===== src/rtl/char_plotter_pkg.sv =====
`default_nettype none
// ============================================================================
//  Module      : char_plotter_pkg
//  Description : Shared constants, FSM state type and glyph decoders for the
//                character plotter.
//  Revision    : 1.0 - initial release
// ============================================================================
package char_plotter_pkg;

    localparam int GLYPH_W  = 8;
    localparam int GLYPH_H  = 10;
    localparam int SCREEN_W = 160;
    localparam int SCREEN_H = 120;

    // Character codes (A=1 ordering); anything else renders as an empty cell
    localparam logic [5:0] CHAR_I = 6'd9;
    localparam logic [5:0] CHAR_L = 6'd12;

    localparam logic [5:0] COLOUR_I = 6'h3F;
    localparam logic [5:0] COLOUR_L = 6'h30;

    typedef enum logic [1:0] {
        IDLE   = 2'd0,
        SCAN   = 2'd1,
        HOLD   = 2'd2,
        FINISH = 2'd3
    } state_t;

    // 'I': serifed bar, three cells wide on the top and bottom rows, stem at dx=4
    function automatic logic glyph_i(input logic [7:0] dx, input logic [7:0] dy);
        logic r;
        if (dy == 8'd0 || dy == 8'd9)
            r = (dx >= 8'd3) && (dx <= 8'd5);
        else
            r = (dx == 8'd4);
        return r;
    endfunction

    // 'L': stem at dx=1, foot along the bottom row out to dx=6
    function automatic logic glyph_l(input logic [7:0] dx, input logic [7:0] dy);
        logic r;
        r = (dx == 8'd1) || ((dy == 8'd9) && (dx >= 8'd1) && (dx <= 8'd6));
        return r;
    endfunction

endpackage
`default_nettype wire


===== src/rtl/char_glyph_rom.sv =====
`default_nettype none
// ============================================================================
//  Module      : char_glyph_rom
//  Description : Combinational glyph lookup; maps (char_code, dx, dy) to a
//                pixel enable and the character's colour.
//  Revision    : 1.0 - initial release
// ============================================================================
module char_glyph_rom
    import char_plotter_pkg::*;
#(
    parameter int DX_W = 3,
    parameter int DY_W = 4
) (
    input  logic [5:0]      char_code,
    input  logic [DX_W-1:0] dx,
    input  logic [DY_W-1:0] dy,
    output logic            enable,
    output logic [5:0]      colour
);

    logic [7:0] dx8;
    logic [7:0] dy8;

    // Dispatch to the per-character decoder; unknown codes stay blank
    always_comb begin
        dx8    = 8'(dx);
        dy8    = 8'(dy);
        enable = 1'b0;
        colour = 6'h00;
        case (char_code)
            CHAR_I: begin
                enable = glyph_i(dx8, dy8);
                colour = COLOUR_I;
            end
            CHAR_L: begin
                enable = glyph_l(dx8, dy8);
                colour = COLOUR_L;
            end
            default: begin
                enable = 1'b0;
                colour = 6'h00;
            end
        endcase
    end

endmodule
`default_nettype wire


===== src/rtl/char_plotter.sv =====
`default_nettype none
// ============================================================================
//  Module      : char_plotter
//  Description : Scans one glyph cell-by-cell and streams clipped pixel writes
//                to a framebuffer writer with valid/ready handshaking.
//                Latency without backpressure: the done pulse is seen
//                GLYPH_W*GLYPH_H+2 clock edges after the accepting edge
//                (one edge per cell, one to drain the last output, one to
//                leave FINISH).
//  Revision    : 1.0 - initial release
// ============================================================================
module char_plotter
    import char_plotter_pkg::*;
#(
    parameter int GLYPH_W  = char_plotter_pkg::GLYPH_W,
    parameter int GLYPH_H  = char_plotter_pkg::GLYPH_H,
    parameter int SCREEN_W = char_plotter_pkg::SCREEN_W,
    parameter int SCREEN_H = char_plotter_pkg::SCREEN_H
) (
    input  logic       clk,
    input  logic       resetn,
    input  logic       start,
    input  logic [5:0] char_code,
    input  logic [7:0] org_x,
    input  logic [7:0] org_y,
    input  logic       erase,
    input  logic [5:0] bg_colour,
    output logic       plot,
    input  logic       plot_ready,
    output logic [7:0] vga_x,
    output logic [7:0] vga_y,
    output logic [5:0] vga_colour,
    output logic       busy,
    output logic       done
);

    localparam int DX_W = (GLYPH_W > 1) ? $clog2(GLYPH_W) : 1;
    localparam int DY_W = (GLYPH_H > 1) ? $clog2(GLYPH_H) : 1;
    localparam logic [DX_W-1:0] DX_LAST = DX_W'(GLYPH_W - 1);
    localparam logic [DY_W-1:0] DY_LAST = DY_W'(GLYPH_H - 1);

    state_t          state, state_nx;
    logic [5:0]      char_q;
    logic [7:0]      ox_q, oy_q;
    logic            erase_q;
    logic [5:0]      bg_q;
    logic [DX_W-1:0] dx;
    logic [DY_W-1:0] dy;
    logic            scan_end;     // every cell visited; only the last output may remain

    logic            glyph_en;
    logic [5:0]      glyph_col;
    logic [8:0]      sum_x, sum_y; // 9 bits so positions past 255 clip instead of wrapping
    logic            emit, xfer_ok, last_cell;
    logic            accept, visit, drain;

    char_glyph_rom #(
        .DX_W (DX_W),
        .DY_W (DY_W)
    ) u_rom (
        .char_code (char_q),
        .dx        (dx),
        .dy        (dy),
        .enable    (glyph_en),
        .colour    (glyph_col)
    );

    // Screen position of the current cell and whether it produces a write
    always_comb begin
        sum_x     = {1'b0, ox_q} + 9'(dx);
        sum_y     = {1'b0, oy_q} + 9'(dy);
        emit      = (glyph_en || erase_q) &&
                    (sum_x < 9'(SCREEN_W)) && (sum_y < 9'(SCREEN_H));
        xfer_ok   = !plot || plot_ready;
        last_cell = (dx == DX_LAST) && (dy == DY_LAST);
    end

    // State register
    always_ff @(posedge clk or negedge resetn) begin
        if (!resetn) state <= IDLE;
        else         state <= state_nx;
    end

    // Next-state and datapath controls; SCAN and HOLD share the advance rule
    always_comb begin
        state_nx = state;
        accept   = 1'b0;
        visit    = 1'b0;
        drain    = 1'b0;
        case (state)
            IDLE: begin
                if (start) begin
                    accept   = 1'b1;
                    state_nx = SCAN;
                end
            end
            SCAN, HOLD: begin
                if (!xfer_ok) begin
                    state_nx = HOLD;
                end else if (scan_end) begin
                    drain    = 1'b1;
                    state_nx = FINISH;
                end else begin
                    visit    = 1'b1;
                    state_nx = SCAN;
                end
            end
            FINISH: state_nx = IDLE;
            default: state_nx = IDLE;
        endcase
    end

    assign busy = (state != IDLE);

    // Input latches, cell counters and registered pixel outputs
    always_ff @(posedge clk or negedge resetn) begin
        if (!resetn) begin
            char_q     <= 6'h00;
            ox_q       <= 8'h00;
            oy_q       <= 8'h00;
            erase_q    <= 1'b0;
            bg_q       <= 6'h00;
            dx         <= '0;
            dy         <= '0;
            scan_end   <= 1'b0;
            plot       <= 1'b0;
            vga_x      <= 8'h00;
            vga_y      <= 8'h00;
            vga_colour <= 6'h00;
            done       <= 1'b0;
        end else begin
            done <= (state == FINISH);
            if (accept) begin
                char_q   <= char_code;
                ox_q     <= org_x;
                oy_q     <= org_y;
                erase_q  <= erase;
                bg_q     <= bg_colour;
                dx       <= '0;
                dy       <= '0;
                scan_end <= 1'b0;
            end
            if (visit) begin
                plot <= emit;
                if (emit) begin
                    vga_x      <= sum_x[7:0];
                    vga_y      <= sum_y[7:0];
                    vga_colour <= erase_q ? bg_q : glyph_col;
                end
                if (last_cell) begin
                    scan_end <= 1'b1;
                end else if (dx == DX_LAST) begin
                    dx <= '0;
                    dy <= dy + DY_W'(1);
                end else begin
                    dx <= dx + DX_W'(1);
                end
            end
            if (drain) plot <= 1'b0;
        end
    end

endmodule
`default_nettype wire


===== config.mk =====
export PLATFORM = sky130hd
export DESIGN_NAME = char_plotter
export DESIGN_NICKNAME = d
export VERILOG_FILES = /design/src/rtl/char_plotter_pkg.sv /design/src/rtl/char_glyph_rom.sv /design/src/rtl/char_plotter.sv
export SDC_FILE = /design/constraint.sdc
export NUM_CORES = 1
export LEC_CHECK = 0
export CAP_MARGIN = 20
export CORE_MARGIN = 4
export CORE_UTILIZATION = 40
export DETAILED_ROUTE_END_ITERATION = 7
export PLACE_DENSITY = 0.66
export SYNTH_ARGS = -nofsm -noshare
export SYNTH_HDL_FRONTEND = slang
export SYNTH_SLANG_ARGS = --single-unit

===== constraint.sdc =====
create_clock -name clk -period 3.3 [get_ports clk]
set_clock_uncertainty 0.15 [all_clocks]
set_input_delay 0.495 -clock clk [delete_from_list [all_inputs] [get_ports clk]]
set_output_delay 0.495 -clock clk [all_outputs]
set_load 0.05 [all_outputs]

# [Word-level counts from Yosys, hierarchy flattened]
# Cells that the tools add are included.
[op_classes] shifts=0 muxes=29 add_sub_neg=4 n_lt_le_gt_ge=6 n_bitwise=0 n_div=0 n_reduce_logical=17 mul=0 n_eq_ne=10
[ops] op="4-bit two-way mux" n=4
[ops] op="1-bit two-way mux" n=14
[ops] op="6-bit by 4-bit equality test with 1-bit output (second input constant)" n=2
[ops] op="3-bit two-way mux" n=4
[ops] op="6-bit one-hot mux with 2 select lines" n=1
[ops] op="8-bit by 3-bit adder with 9-bit output" n=1
[ops] op="8-bit by 4-bit adder with 9-bit output" n=1
[ops] op="9-bit by 7-bit < comparator with 1-bit output (second input constant)" n=1
[ops] op="9-bit by 8-bit < comparator with 1-bit output (second input constant)" n=1
[ops] op="3-bit equality test (second input constant)" n=2
[ops] op="3-bit less-or-equal comparator (second input constant)" n=2
[ops] op="1-bit logical AND" n=6
[ops] op="2-bit two-way mux" n=3
[ops] op="6-bit two-way mux" n=1
[ops] op="2-bit one-hot mux with 3 select lines" n=1
[ops] op="4-bit by 1-bit adder with 4-bit output (second input constant)" n=1
[ops] op="2-bit equality test (second input constant)" n=2
[ops] op="4-bit equality test (second input constant)" n=1
[ops] op="4-bit logical NOT" n=1
[ops] op="1-bit logical OR" n=4
[ops] op="2-bit nonzero test" n=2
[ops] op="3-bit by 1-bit adder with 3-bit output (second input constant)" n=1
[ops] op="3-bit by 1-bit equality test with 1-bit output (second input constant)" n=1
[ops] op="3-bit by 1-bit >= comparator with 1-bit output (second input constant)" n=1
[ops] op="8 further kinds" n=8
[word_totals] rom_bits=0 in_bits=33 memories=0 reg_bits=63 ramBits=0 word_cells=80 out_inout_bits=25 latch_bits=0

# [Longest topological paths before layout]
[logic_depth] ltp_word=10 depth_mapped=10 ltp_nobuf=9

# [Cells and area by module]
# A second synthesis with hierarchy kept.
[hier_totals] hier_cells=265 hier_area_um2=3290.7
[modules_own_cells] module="char_plotter" n_inst=1 seq_area_each_um2=1576.5 area_each_um2=3133.0 cells_per_inst=244
[modules_own_cells] module="char_glyph_rom" n_inst=1 seq_area_each_um2=0.0 area_each_um2=157.7 cells_per_inst=21

# [Worst setup path after synthesis]
# OpenSTA, ideal clock, no wires.
[synth_timing] path_type="register -> register" from="register dx[0]" to="register vga_x[0]" t_arrival_ps=2451 n_path_buf=1 setup_time_ps=125 slack_ps=574 stages_incl_launch_ff=11 period_less_slack_ps=2726 cell_sequence="dfrtp_1 ha_1 inv_1 fa_1 or3b_1 or4_1 o211a_1 o311a_2 nand3_4 buf_12 mux2_4"
[synth_via] elab_chain_cells=9
[synth_lines] item="start, declared" line_no="char_plotter.sv:47" text="logic [DX_W-1:0] dx;"
[synth_lines] item="start signal, assigned" line_no="char_plotter.sv:156" text="dx <= dx + DX_W'(1);"
[synth_lines] item="branches (longest 9 deep; another with 8-bit by 3-bit adder with 9-bit output)"
[synth_lines] item="end signal, assigned" line_no="char_plotter.sv:146" text="vga_x <= sum_x[7:0];"
[synth_lines] item="end, declared" line_no="char_plotter.sv:30" text="output logic [7:0] vga_x,"
# Parallel ways; which one is timed is not known.
# A chain may end at the register's enable or synchronous reset.

# [Final worst setup path]
[layout_timing] from="register dx[0]" to="register vga_colour[4]"
[layout_via] elab_chain_cells=9
[layout_lines] item="branches (longest 6 deep; another with 8-bit by 3-bit adder with 9-bit output)"
[layout_lines] item="1-bit logical AND (*)" line_no="char_plotter.sv:72" text="emit = (glyph_en || erase_q) &&"
[layout_lines] item="1-bit logical AND (*)" line_no="char_plotter.sv:73" text="(sum_x < 9'(SCREEN_W)) && (sum_y < 9'(SCREEN_H));"
[layout_lines] item="2-bit AND reduction (no line) (*)"
[layout_lines] item="end signal, assigned" line_no="char_plotter.sv:148" text="vga_colour <= erase_q ? bg_q : glyph_col;"
[layout_lines] item="end, declared" line_no="char_plotter.sv:32" text="output logic [5:0] vga_colour,"
# Mark *: on every way between the ends.

==> flow_summary.json <==
{
  "worst_setup_path_end_kind": "flop",
  "globalplace.congestion": 0.769,
  "post-route-period-util_pct": 91.1,
  "number_of_top_level_design_ports": 58,
  "io_buffers": 57,
  "final_core_util_pct": 53.5,
  "layout_cell_share_with_drive_strength_beyond_1_pct": 19.5,
  "coreArea_mm2": 0.00789,
  "via_per_inst": 5.04,
  "grt_overflow_total": 0,
  "synthToLayoutAreaGrowth_pct": 27.3,
  "global_route_track_usage_on_met3_pct": 3.47,
  "timing.final.hold_violations": 20,
  "detail-route-antenna-nets": 0,
  "share_seq_of_total_power_pct": 34.8,
  "largest_cells_by_area_after_synthesis": "sky130_fd_sc_hd__dfrtp_1 (48%), sky130_fd_sc_hd__mux2_2 (11%), sky130_fd_sc_hd__ha_1 (6.8%)",
  "use_met2_pct": 21.3,
  "detail_route.iter0.violations": 63,
  "router_iterations_before_antenna_repair": 4,
  "gr-max-usage-layer": "met2",
  "final_nets": 397,
  "grt_start_max_net_pins": 46,
  "synth_enable_flop_cells": 0,
  "p_leak_nw": 1.90,
  "switching_share_pct": 41.8,
  "rrSetupSlack_ns": 0.29,
  "critPathMaxFanout": 13,
  "chipHeight_um": 99.0,
  "mappedNetlistArea_mm2": 0.00331,
  "clk_pin_slew_worst_paths_ns": 0.07,
  "crit-reg2reg-launch": "dx[0]",
  "comb_power_share_pct": 49.7,
  "p_clk_share_pct": 15.5,
  "clock_sinks": 63,
  "synth_seq_area_share_pct": 47.6,
  "final-setup-viol-count": 0,
  "antenna_diode_count": 0,
  "num_vias": 2271,
  "final-max-slew-violation-count": 0,
  "final_period_minus_worst_setup_slack_ns": 3.01,
  "tritoncts": "done",
  "critical_path_required_ns": 3.41,
  "cellPowerDensity_mw_per_mm2": 984,
  "worst_slew_pin_slew_ns": 0.650,
  "die_width_um": 99.0,
  "relSlewSlack_pct": 56.0,
  "violations_in_the_final_reports": "hold timing",
  "netlist-cell-type-count": 46,
  "global_route.usage.met1_pct": 19.1,
  "wl_per_cell_um": 14.1,
  "setup_tns_final_ns": 0,
  "synth_cell_count_leaders": "sky130_fd_sc_hd__dfrtp_1 (63), sky130_fd_sc_hd__mux2_2 (31), sky130_fd_sc_hd__inv_1 (25)",
  "synth_most_common_cell": "sky130_fd_sc_hd__dfrtp_1",
  "ctsResizeCount": 0,
  "cp-endpoint": "vga_colour[4]",
  "first_global_vias": 2272,
  "syn_avg_cell_area_um2": 12.0,
  "floorplan.rows": 32,
  "count_of_mapped_cells_out_of_synthesis": 276,
  "max-cap-violations": 0,
  "run_status": "finished with violations",
  "unrepaired_setup_endpoints_after_global_routing": "false",
  "post_synth_arst_share_pct": 100,
  "ys_ff_latch": 63,
  "grt_usage_pct": 14.2,
  "grt_pass1_wl_mm": 11.0,
  "worstRegToRegCells": 10,
  "yosys_warnings": 0,
  "wirelength_mm": 6.37,
  "yosys_most_used_dff": "sky130_fd_sc_hd__dfrtp_1",
  "internal_power_mw": 2.41,
  "cts.path.max_buffers": 2,
  "detailedPlacementHpwl_mm": 4.81,
  "detail_route.drc_violations": 0,
  "worstReg2RegEnd": "vga_colour[4]",
  "antenna_violations_before_repair": 0,
  "floorplan.initialDensity_pct": 42.0,
  "cp_data_arrival_time_ns": 3.11,
  "design_power_total_mw": 4.15,
  "cts_made_buffers": 9,
  "netlist.top_cell.by_area": "sky130_fd_sc_hd__dfrtp_1",
  "synth_fp_nets": 329,
  "floorplan.die_area_mm2": 0.00980,
  "yosysTopAreaCellShare_pct": 47.6,
  "peakVddDrop_uv": 362,
  "critPathLaunchType": "flop",
  "clk_latency_worst_skew_pair_ns": 0.34,
  "cp-startpoint": "dx[0]",
  "holdWs_ns": -0.0242,
  "achievable-frequency_mhz": 333,
  "net-switching-power_mw": 1.74,
  "worst_hold_path_type": "in2async",
  "postCtsSetupBuffers": 0,
  "hold_fix_buffers_at_cts": 0,
  "cts_htree_levels": 3,
  "root_buffer": "sky130_fd_sc_hd__clkbuf_8",
  "timing_worst_setup_path_type": "reg2reg"
}
## routing by layer
metal / vias up / share of wire, %
li1: 1120 / -
met1: 1100 / 47
met2: 41 / 46
met3: 10 / 4.3
met4: 0 / 2.2
met5: - / 0
## area by class of cell
cell class                 instances  area (um^2)
clock buffer                      10          128
clock inverter                     6         61.3
fill                             709         3670
inverter                          25         93.8
multi-input combinational        181         1590
sequential                        63         1580
tap                              102          128
timing repair buffer              64          638
## cell usage in the layout, fill, tap and decap left out, types with 5 or more instances in the layout
cell                              synthesis  routed
sky130_fd_sc_hd__xor2_1                   5       5
sky130_fd_sc_hd__dfrtp_1                 63      63
sky130_fd_sc_hd__o21ai_0                 11      11
sky130_fd_sc_hd__clkbuf_8                 0       9
sky130_fd_sc_hd__mux2_4                  10      10
sky130_fd_sc_hd__inv_1                   25      25
sky130_fd_sc_hd__buf_4                    0       6
sky130_fd_sc_hd__nand3_1                 10      10
sky130_fd_sc_hd__nor2_1                   5       5
sky130_fd_sc_hd__mux2_2                  31      31
sky130_fd_sc_hd__mux2i_1                  9       9
sky130_fd_sc_hd__ha_1                    18      18
sky130_fd_sc_hd__clkdlybuf4s50_1          0      56
sky130_fd_sc_hd__o211ai_1                 5       5
sky130_fd_sc_hd__xnor2_1                  9       9
sky130_fd_sc_hd__a21oi_1                 15      15
sky130_fd_sc_hd__nand2_1                  9       9
## power by group through the flow
| stage | logic, mW | clock network, mW | registers (mW) |
|---|---|---|---|
| after floorplan | 1.11 | 0 | 1.82 |
| after global placement | 2.05 | 0 | 1.45 |
| after detailed placement | 2.08 | 0 | 1.46 |
| after CTS | 2.09 | 0.663 | 1.45 |
| after global routing | 2.26 | 0.695 | 1.50 |
| final | 2.06 | 0.642 | 1.44 |
## sequential cells by signal, summed over array words and instances, names as in the netlist, 3 cells and up
register and count:
bg_q 6, char_q 6, dx 3, dy 4, ox_q 8, oy_q 8, vga_colour 6, vga_x 8
vga_y 8
## cell families after synthesis
logic type / share of synthesized area (%)
mux: 17.8
flops: 47.6
buf+inv: 4.34
fa+ha+maj: 8.01
simple gates: 8.50
xor+xnor: 3.70
compound gates: 10.1
## critical path, stage by stage (launching register included)
cell and delay, ns:
sky130_fd_sc_hd__dfrtp_1 0.47, sky130_fd_sc_hd__ha_1 0.24, sky130_fd_sc_hd__inv_1 0.07, sky130_fd_sc_hd__fa_1 0.21, sky130_fd_sc_hd__or3b_1 0.35, sky130_fd_sc_hd__or4_1 0.41
sky130_fd_sc_hd__o211a_1 0.14, sky130_fd_sc_hd__o311a_2 0.16, sky130_fd_sc_hd__nand3_4 0.25, sky130_fd_sc_hd__buf_4 0.26, sky130_fd_sc_hd__mux2i_1 0.22
## through the flow
step | std cells | setup WS (ns) | area (um^2)
after floorplan | 276 | 0.574 | 3310
after global placement | 434 | 0.374 | 4000
after detailed placement | 434 | 0.283 | 4000
after CTS | 450 | 0.256 | 4190
after global routing | 451 | 0.0732 | 4220
final | 451 | 0.293 | 4220
## how the worst min path moves through the flow
stage                   from        to  slack, ns  depth (start not counted)
floorplan             resetn   bg_q[0]       0.05                          0
global placement    vga_y[7]  vga_y[7]       0.33                          1
detailed placement  vga_y[7]  vga_y[7]       0.33                          1
CTS                   resetn   ox_q[3]       0.19                          1
global route          resetn  vga_x[6]      0.005                          1
finish                resetn  vga_x[6]      -0.02                          1
Note: power is estimated with default switching activity, not from simulation.
